$ cat src/rtl/ram_pkg.sv
// ram_pkg: shared FMI RAM geometry and reader types.
package ram_pkg;
    localparam int FMI_N_ELEM = 256;
    localparam int PX_W       = 16;
    localparam int FMI_AW     = $clog2(FMI_N_ELEM);

    typedef logic [PX_W-1:0] px_t;
    typedef enum logic [1:0] {IDLE, READ, DRAIN} fmi_rd_state_t;
endpackage

$ cat src/rtl/px_skid_fifo.sv
// px_skid_fifo: 2-entry FIFO of pixels with a last-pixel tag, absorbing stream back-pressure.
module px_skid_fifo
    import ram_pkg::*;
(
    input  logic       clk,
    input  logic       rst_n,
    input  logic       push_i,
    input  px_t        push_data_i,
    input  logic       push_last_i,
    input  logic       pop_i,
    output px_t        head_data_o,
    output logic       head_last_o,
    output logic [1:0] count_o
);
    px_t        data_q [2];
    logic [1:0] last_q;
    logic       wr_q, rd_q;
    logic [1:0] cnt_q;

    always_ff @(posedge clk or negedge rst_n) begin
        if (!rst_n) begin
            data_q[0] <= '0;
            data_q[1] <= '0;
            last_q    <= '0;
            wr_q      <= 1'b0;
            rd_q      <= 1'b0;
            cnt_q     <= '0;
        end else begin
            if (push_i) begin
                data_q[wr_q] <= push_data_i;
                last_q[wr_q] <= push_last_i;
                wr_q         <= ~wr_q;
            end
            if (pop_i) rd_q <= ~rd_q;
            cnt_q <= cnt_q + {1'b0, push_i} - {1'b0, pop_i};
        end
    end

    assign head_data_o = data_q[rd_q];
    assign head_last_o = last_q[rd_q];
    assign count_o     = cnt_q;
endmodule

$ cat src/rtl/fmi_reader.sv
// fmi_reader: scans a rectangular tile out of the FMI RAM in row-major order onto a valid/ready stream,
// hiding the one-cycle RAM read latency behind a 2-entry skid FIFO.
module fmi_reader
    import ram_pkg::*;
(
    input  logic              clk,
    input  logic              rst_n,
    input  logic              start,
    input  logic [FMI_AW-1:0] base,
    input  logic [FMI_AW-1:0] n_rows,
    input  logic [FMI_AW-1:0] n_cols,
    input  logic [FMI_AW-1:0] stride,
    output logic [FMI_AW-1:0] ram_addr,
    output logic              ram_rd,
    input  logic [PX_W-1:0]   ram_res,
    output logic [PX_W-1:0]   px_data,
    output logic              px_valid,
    input  logic              px_ready,
    output logic              px_last,
    output logic              busy,
    output logic              done
);
    fmi_rd_state_t     state_q, state_d;
    logic [FMI_AW-1:0] row_base_q, row_base_d, row_q, row_d, col_q, col_d;
    logic [FMI_AW-1:0] n_rows_q, n_rows_d, n_cols_q, n_cols_d, stride_q, stride_d;
    logic              inflight_q, tag_q, done_q, done_d;
    logic [1:0]        fifo_cnt;
    px_t               head;
    logic              head_last, pop, is_last, can_issue;

    px_skid_fifo u_fifo (
        .clk        (clk),
        .rst_n      (rst_n),
        .push_i     (inflight_q),
        .push_data_i(ram_res),
        .push_last_i(tag_q),
        .pop_i      (pop),
        .head_data_o(head),
        .head_last_o(head_last),
        .count_o    (fifo_cnt)
    );

    assign px_valid  = fifo_cnt != 2'd0;
    assign pop       = px_valid & px_ready;
    assign px_last   = px_valid & head_last;
    assign px_data   = head;
    assign busy      = state_q != IDLE;
    assign done      = done_q;
    assign ram_addr  = row_base_q + col_q;
    assign is_last   = (row_q == n_rows_q - FMI_AW'(1)) && (col_q == n_cols_q - FMI_AW'(1));
    // Occupancy after this cycle's pop must leave room for the read being issued.
    assign can_issue = ({1'b0, fifo_cnt} + {2'b0, inflight_q}) < (3'd2 + {2'b0, pop});
    assign ram_rd    = (state_q == READ) && can_issue;

    always_comb begin
        state_d    = state_q;
        row_base_d = row_base_q;
        row_d      = row_q;
        col_d      = col_q;
        n_rows_d   = n_rows_q;
        n_cols_d   = n_cols_q;
        stride_d   = stride_q;
        done_d     = 1'b0;
        case (state_q)
            IDLE: if (start) begin
                if (n_rows == '0 || n_cols == '0) begin
                    done_d = 1'b1;
                end else begin
                    state_d    = READ;
                    row_base_d = base;
                    row_d      = '0;
                    col_d      = '0;
                    n_rows_d   = n_rows;
                    n_cols_d   = n_cols;
                    stride_d   = stride;
                end
            end
            READ: if (ram_rd) begin
                if (is_last) begin
                    state_d = DRAIN;
                end else if (col_q == n_cols_q - FMI_AW'(1)) begin
                    col_d      = '0;
                    row_d      = row_q + FMI_AW'(1);
                    row_base_d = row_base_q + stride_q;
                end else begin
                    col_d = col_q + FMI_AW'(1);
                end
            end
            DRAIN: if (pop && px_last) begin
                state_d = IDLE;
                done_d  = 1'b1;
            end
            default: state_d = IDLE;
        endcase
    end

    always_ff @(posedge clk or negedge rst_n) begin
        if (!rst_n) begin
            state_q    <= IDLE;
            row_base_q <= '0;
            row_q      <= '0;
            col_q      <= '0;
            n_rows_q   <= '0;
            n_cols_q   <= '0;
            stride_q   <= '0;
            inflight_q <= 1'b0;
            tag_q      <= 1'b0;
            done_q     <= 1'b0;
        end else begin
            state_q    <= state_d;
            row_base_q <= row_base_d;
            row_q      <= row_d;
            col_q      <= col_d;
            n_rows_q   <= n_rows_d;
            n_cols_q   <= n_cols_d;
            stride_q   <= stride_d;
            inflight_q <= ram_rd;
            tag_q      <= ram_rd & is_last;
            done_q     <= done_d;
        end
    end
endmodule

$ cat config.mk
export PLATFORM = sky130hd
export DESIGN_NAME = fmi_reader
export DESIGN_NICKNAME = d
export VERILOG_FILES = /design/src/rtl/ram_pkg.sv /design/src/rtl/px_skid_fifo.sv /design/src/rtl/fmi_reader.sv
export SDC_FILE = /design/constraint.sdc
export NUM_CORES = 1
export LEC_CHECK = 0
export BUFFER_PORTS_ARGS = -buffer_cell sky130_fd_sc_hd__buf_2
export CAP_MARGIN = 25
export CORE_MARGIN = 5
export CORE_UTILIZATION = 59
export CTS_BUF_LIST = sky130_fd_sc_hd__clkbuf_2 sky130_fd_sc_hd__clkbuf_4 sky130_fd_sc_hd__clkbuf_8
export CTS_CLUSTER_DIAMETER = 120
export DETAILED_ROUTE_END_ITERATION = 16
export GPL_ROUTABILITY_DRIVEN = 0
export PLACE_DENSITY = 0.94
export RECOVER_POWER = 50
export SLEW_MARGIN = 5
export SYNTH_ARGS = -nofsm -noshare
export SYNTH_HDL_FRONTEND = slang
export SYNTH_SLANG_ARGS = --single-unit
$ cat constraint.sdc
create_clock -name clk -period 3.8 [get_ports clk]
set_input_delay 0.19 -clock clk [delete_from_list [all_inputs] [get_ports clk]]
set_output_delay 0.19 -clock clk [all_outputs]
set_load 0.05 [all_outputs]
==> metrics.md <==
| Metric | Value |
|---|---|
| EDFF count, synth | `0` |
| CTS root buf | `clkbuf_8` |
| Worst path bufs/invs | `2` |
| DRC Markers | `0` |
| Hold path cells | `2` |
| Met1 Usage GRT | `26.8%` |
| Worst skew pair latency | `370 ps` |
| Area contributors post-synth | `dfrtp_1 44%, mux2_2 16%, ha_1 5.4%, xnor2_1 3.4%, nand2_1 3.1%` |
| CTS Buf Count | `9` |
| Synth top cells by count | `91 x dfrtp_1, 74 x mux2_2, 42 x nand2_1` |
| WP data arrival | `3240 ps` |
| Met2 usage | `41.2%` |
| Reg2Reg Depth | `11` |
| Fill count | `616` |
| Post-CTS Resized | `0` |
| Yosys Warn Count | `0` |
| Post-Place Cells | `649` |
| Routed WL per cell | `18.0 um` |
| Worst reg2reg path startpoint | `n_rows_q[0]` |
| DRT antenna net count | `0` |
| Fin crit share | `78.6%` |
| Die area | `10700 um^2` |
| Crit path max-delay family | `compound AO/OA/AOI/OAI gates` |
| Initial Util | `59.8%` |
| Post-Syn Nets | `~550` |
| Seq/Total Area, Yosys | `~44%` |
| Relative slew slack | `-18.6%` |
| Max Cap Viol | `1` |
| Worst setup SP type | `register` |
| # setup viols final | `0` |
| Total track usage | `23.1%` |
| Max FO, Critical Path | `23` |
| Largest net degree at the start of global routing | `74` |
| Synthesized area | `5130 um^2` |
| Total detailed-routing wirelength | `between 10 and 15 mm` |
| Clock tree buffer depth | `2` |
| Least-Margin Pin Slew | `1780 ps` |
| Hold path startpoint | `stride[0]` |
| Minimum clock period | `2990 ps` |
| Avg Cell Area, Syn | `roughly 11 um^2` |
| Max Clock Freq | `335 MHz` |
| Clk sinks | `91` |
| CP Class | `reg2reg` |
| CTS tree | `done` |
| Status | `finished with violations` |
| Setup ws final | `813 ps` |
| CORE AREA | `approximately 8600 um^2` |
| Largest stage delay, worst path | `490 ps` |
| Area share of the largest cell type after synthesis | `44.3%` |
| # rows | `34` |
| N_diodes | `0` |
| Violated checks | `max-capacitance violations, max-slew violations` |
| Layout cells sized above 1 | `32.6%` |
| Largest area contributor in the netlist | `dfrtp_1` |
| Final Skew | `13.0 ps` |
| Top Usage Layer GRT | `met2` |
| Via-to-Cell Ratio | `5.97` |
| Unrepaired setup endpoints after global routing | `no` |
| DRT Pass-1 Iters | `5` |
| CP Data Required Time | `4050 ps` |
| Area growth, synth to finish | `14.4%` |
| Detailed-route via count | `3975` |
| Gr ovfl total | `0` |
| Crit. End Element | `register` |
| Endpoint, Worst Hold | `stride_q[0]` |
| Flop-to-flop setup slack | `810 ps` |
| Hpwl dp | `8.71 mm` |
| Initial antenna violation count | `0` |
| Most used DFF post-synth | `dfrtp_1` |
| Count of state elements after synthesis | `91` |
| Cell count after synthesis | `473` |
| Most common cell in the netlist | `dfrtp_1` |
| Nets@finish | `629` |
| Worst-path clk slew | `100 ps` |
| Cell Chain, Critical Path | `inv_1 -> ha_1 -> or3b_2 -> o31a_1 -> o2111ai_1 -> a2111o_1 -> nand3_4 -> a21oi_2 -> buf_4 -> nand4_1 -> mux2i_1` |
| Ys async rst share | `100%` |
| Fin. Hold Viols | `0` |
| FF+latch area | `about 2300 um^2` |
| CP max-delay cell | `or3b_2` |
| Multi-input logic area | `2700 um^2` |
| Max H-tree Level | `3` |
| Min-Delay Path Class | `in2reg` |
| Slew Limit Fails | `74` |
| DRT iter0 DRCs | `320` |
| Final Non-Filler Cells | `between 600 and 700` |
| Boundary Pins | `81` |
| Number of library cell types mapped by synthesis | `53` |
| Worst r2r dst | `row_q[6]` |
| M3 GR Usage | `3.49%` |
| Die W | `103 um` |
| Port-buffer cells | `80` |
| Fin Setup TNS | `0 ps` |
| Global-route wire length before repair | `approximately 19 mm` |
| Die height | `approximately 100 um` |
| Vias in the first global route | `4202` |
| Pre-CTS setup slack | `886 ps` |
## per-stage QoR
stage	util (%)	hold slack, ps	cell area (um^2)
final	68.3	48.5	5870
after global routing	68.3	44.6	5870
after CTS	68.7	41.4	5900
after detailed placement	65.9	89.9	5660
after global placement	65.6	424	5630
after floorplan	-	-106	5130
## area by class of cell
| type | instances | area share, % |
|---|---|---|
| multi-input combinational | 341 | 46.0 |
| sequential | 91 | 38.8 |
| timing repair buffer | 86 | 7.48 |
| clock buffer | 10 | 2.34 |
| tap | 108 | 2.30 |
| clock inverter | 6 | 1.60 |
| inverter | 24 | 1.53 |
## kinds of logic after synthesis
logic type / share of synthesized area (%)
simple gates: 14.0
mux: 17.0
compound gates: 8.89
flops: 44.3
xor+xnor: 6.48
fa+ha+maj: 6.14
buf+inv: 3.09
## state kept, by name, summed over array words and instances, names as in the netlist, 2 cells and up
name / flops
row_base_q: 8
u_fifo.data_q: 32
row_q: 8
col_q: 8
state_q: 2
stride_q: 8
u_fifo.last_q: 2
n_cols_q: 8
n_rows_q: 8
u_fifo.count_o: 2
## how the worst max path moves through the flow
| stage | startpoint | slack [ps] | depth (start not counted) | to |
|---|---|---|---|---|
| 3_5_place_dp | n_cols_q[0] | 890 | 10 | row_q[6] |
| 5_1_grt | rst_n | 380 | 3 | row_q[4] |
| 2_1_floorplan | inflight_q | 940 | 10 | row_q[5] |
| 4_1_cts | n_rows_q[0] | 840 | 11 | row_q[6] |
| 3_3_place_gp | n_rows_q[0] | 1030 | 10 | col_q[4] |
| 6_report | n_rows_q[0] | 810 | 11 | row_q[6] |
## per-layer routing
| layer | wire (um) | vias up | share of wire [%] |
|---|---|---|---|
| li1 | - | 1841 | - |
| met1 | 4670 | 1942 | 39 |
| met2 | 6340 | 156 | 53 |
| met3 | 623 | 36 | 5.2 |
| met4 | 357 | 0 | 3.0 |
| met5 | 0 | - | 0 |
## cell usage in the layout (no fill, tap or decap), types with 15 or more instances in the layout
cell     netlist  layout
dfrtp_1       91      91
a21oi_1       15      15
mux2_2        74      74
nor2_1        24      24
inv_1         24      24
ha_1          22      22
xnor2_1       20      20
xor2_1        18      18
buf_2          4      78
nand2_1       42      42
## what timing repair did
| action | in CTS | in global routing |
|---|---|---|
| hold buffers | 1 | 0 |
| buffers inserted | 0 | 0 |
| setup endpoints to repair | 0 | 0 |
| endpoints found under the hold margin | 18 | 0 |
Power is not shown: default switching activity piles up to over one toggle a cycle in this logic, so the estimate is an artifact.
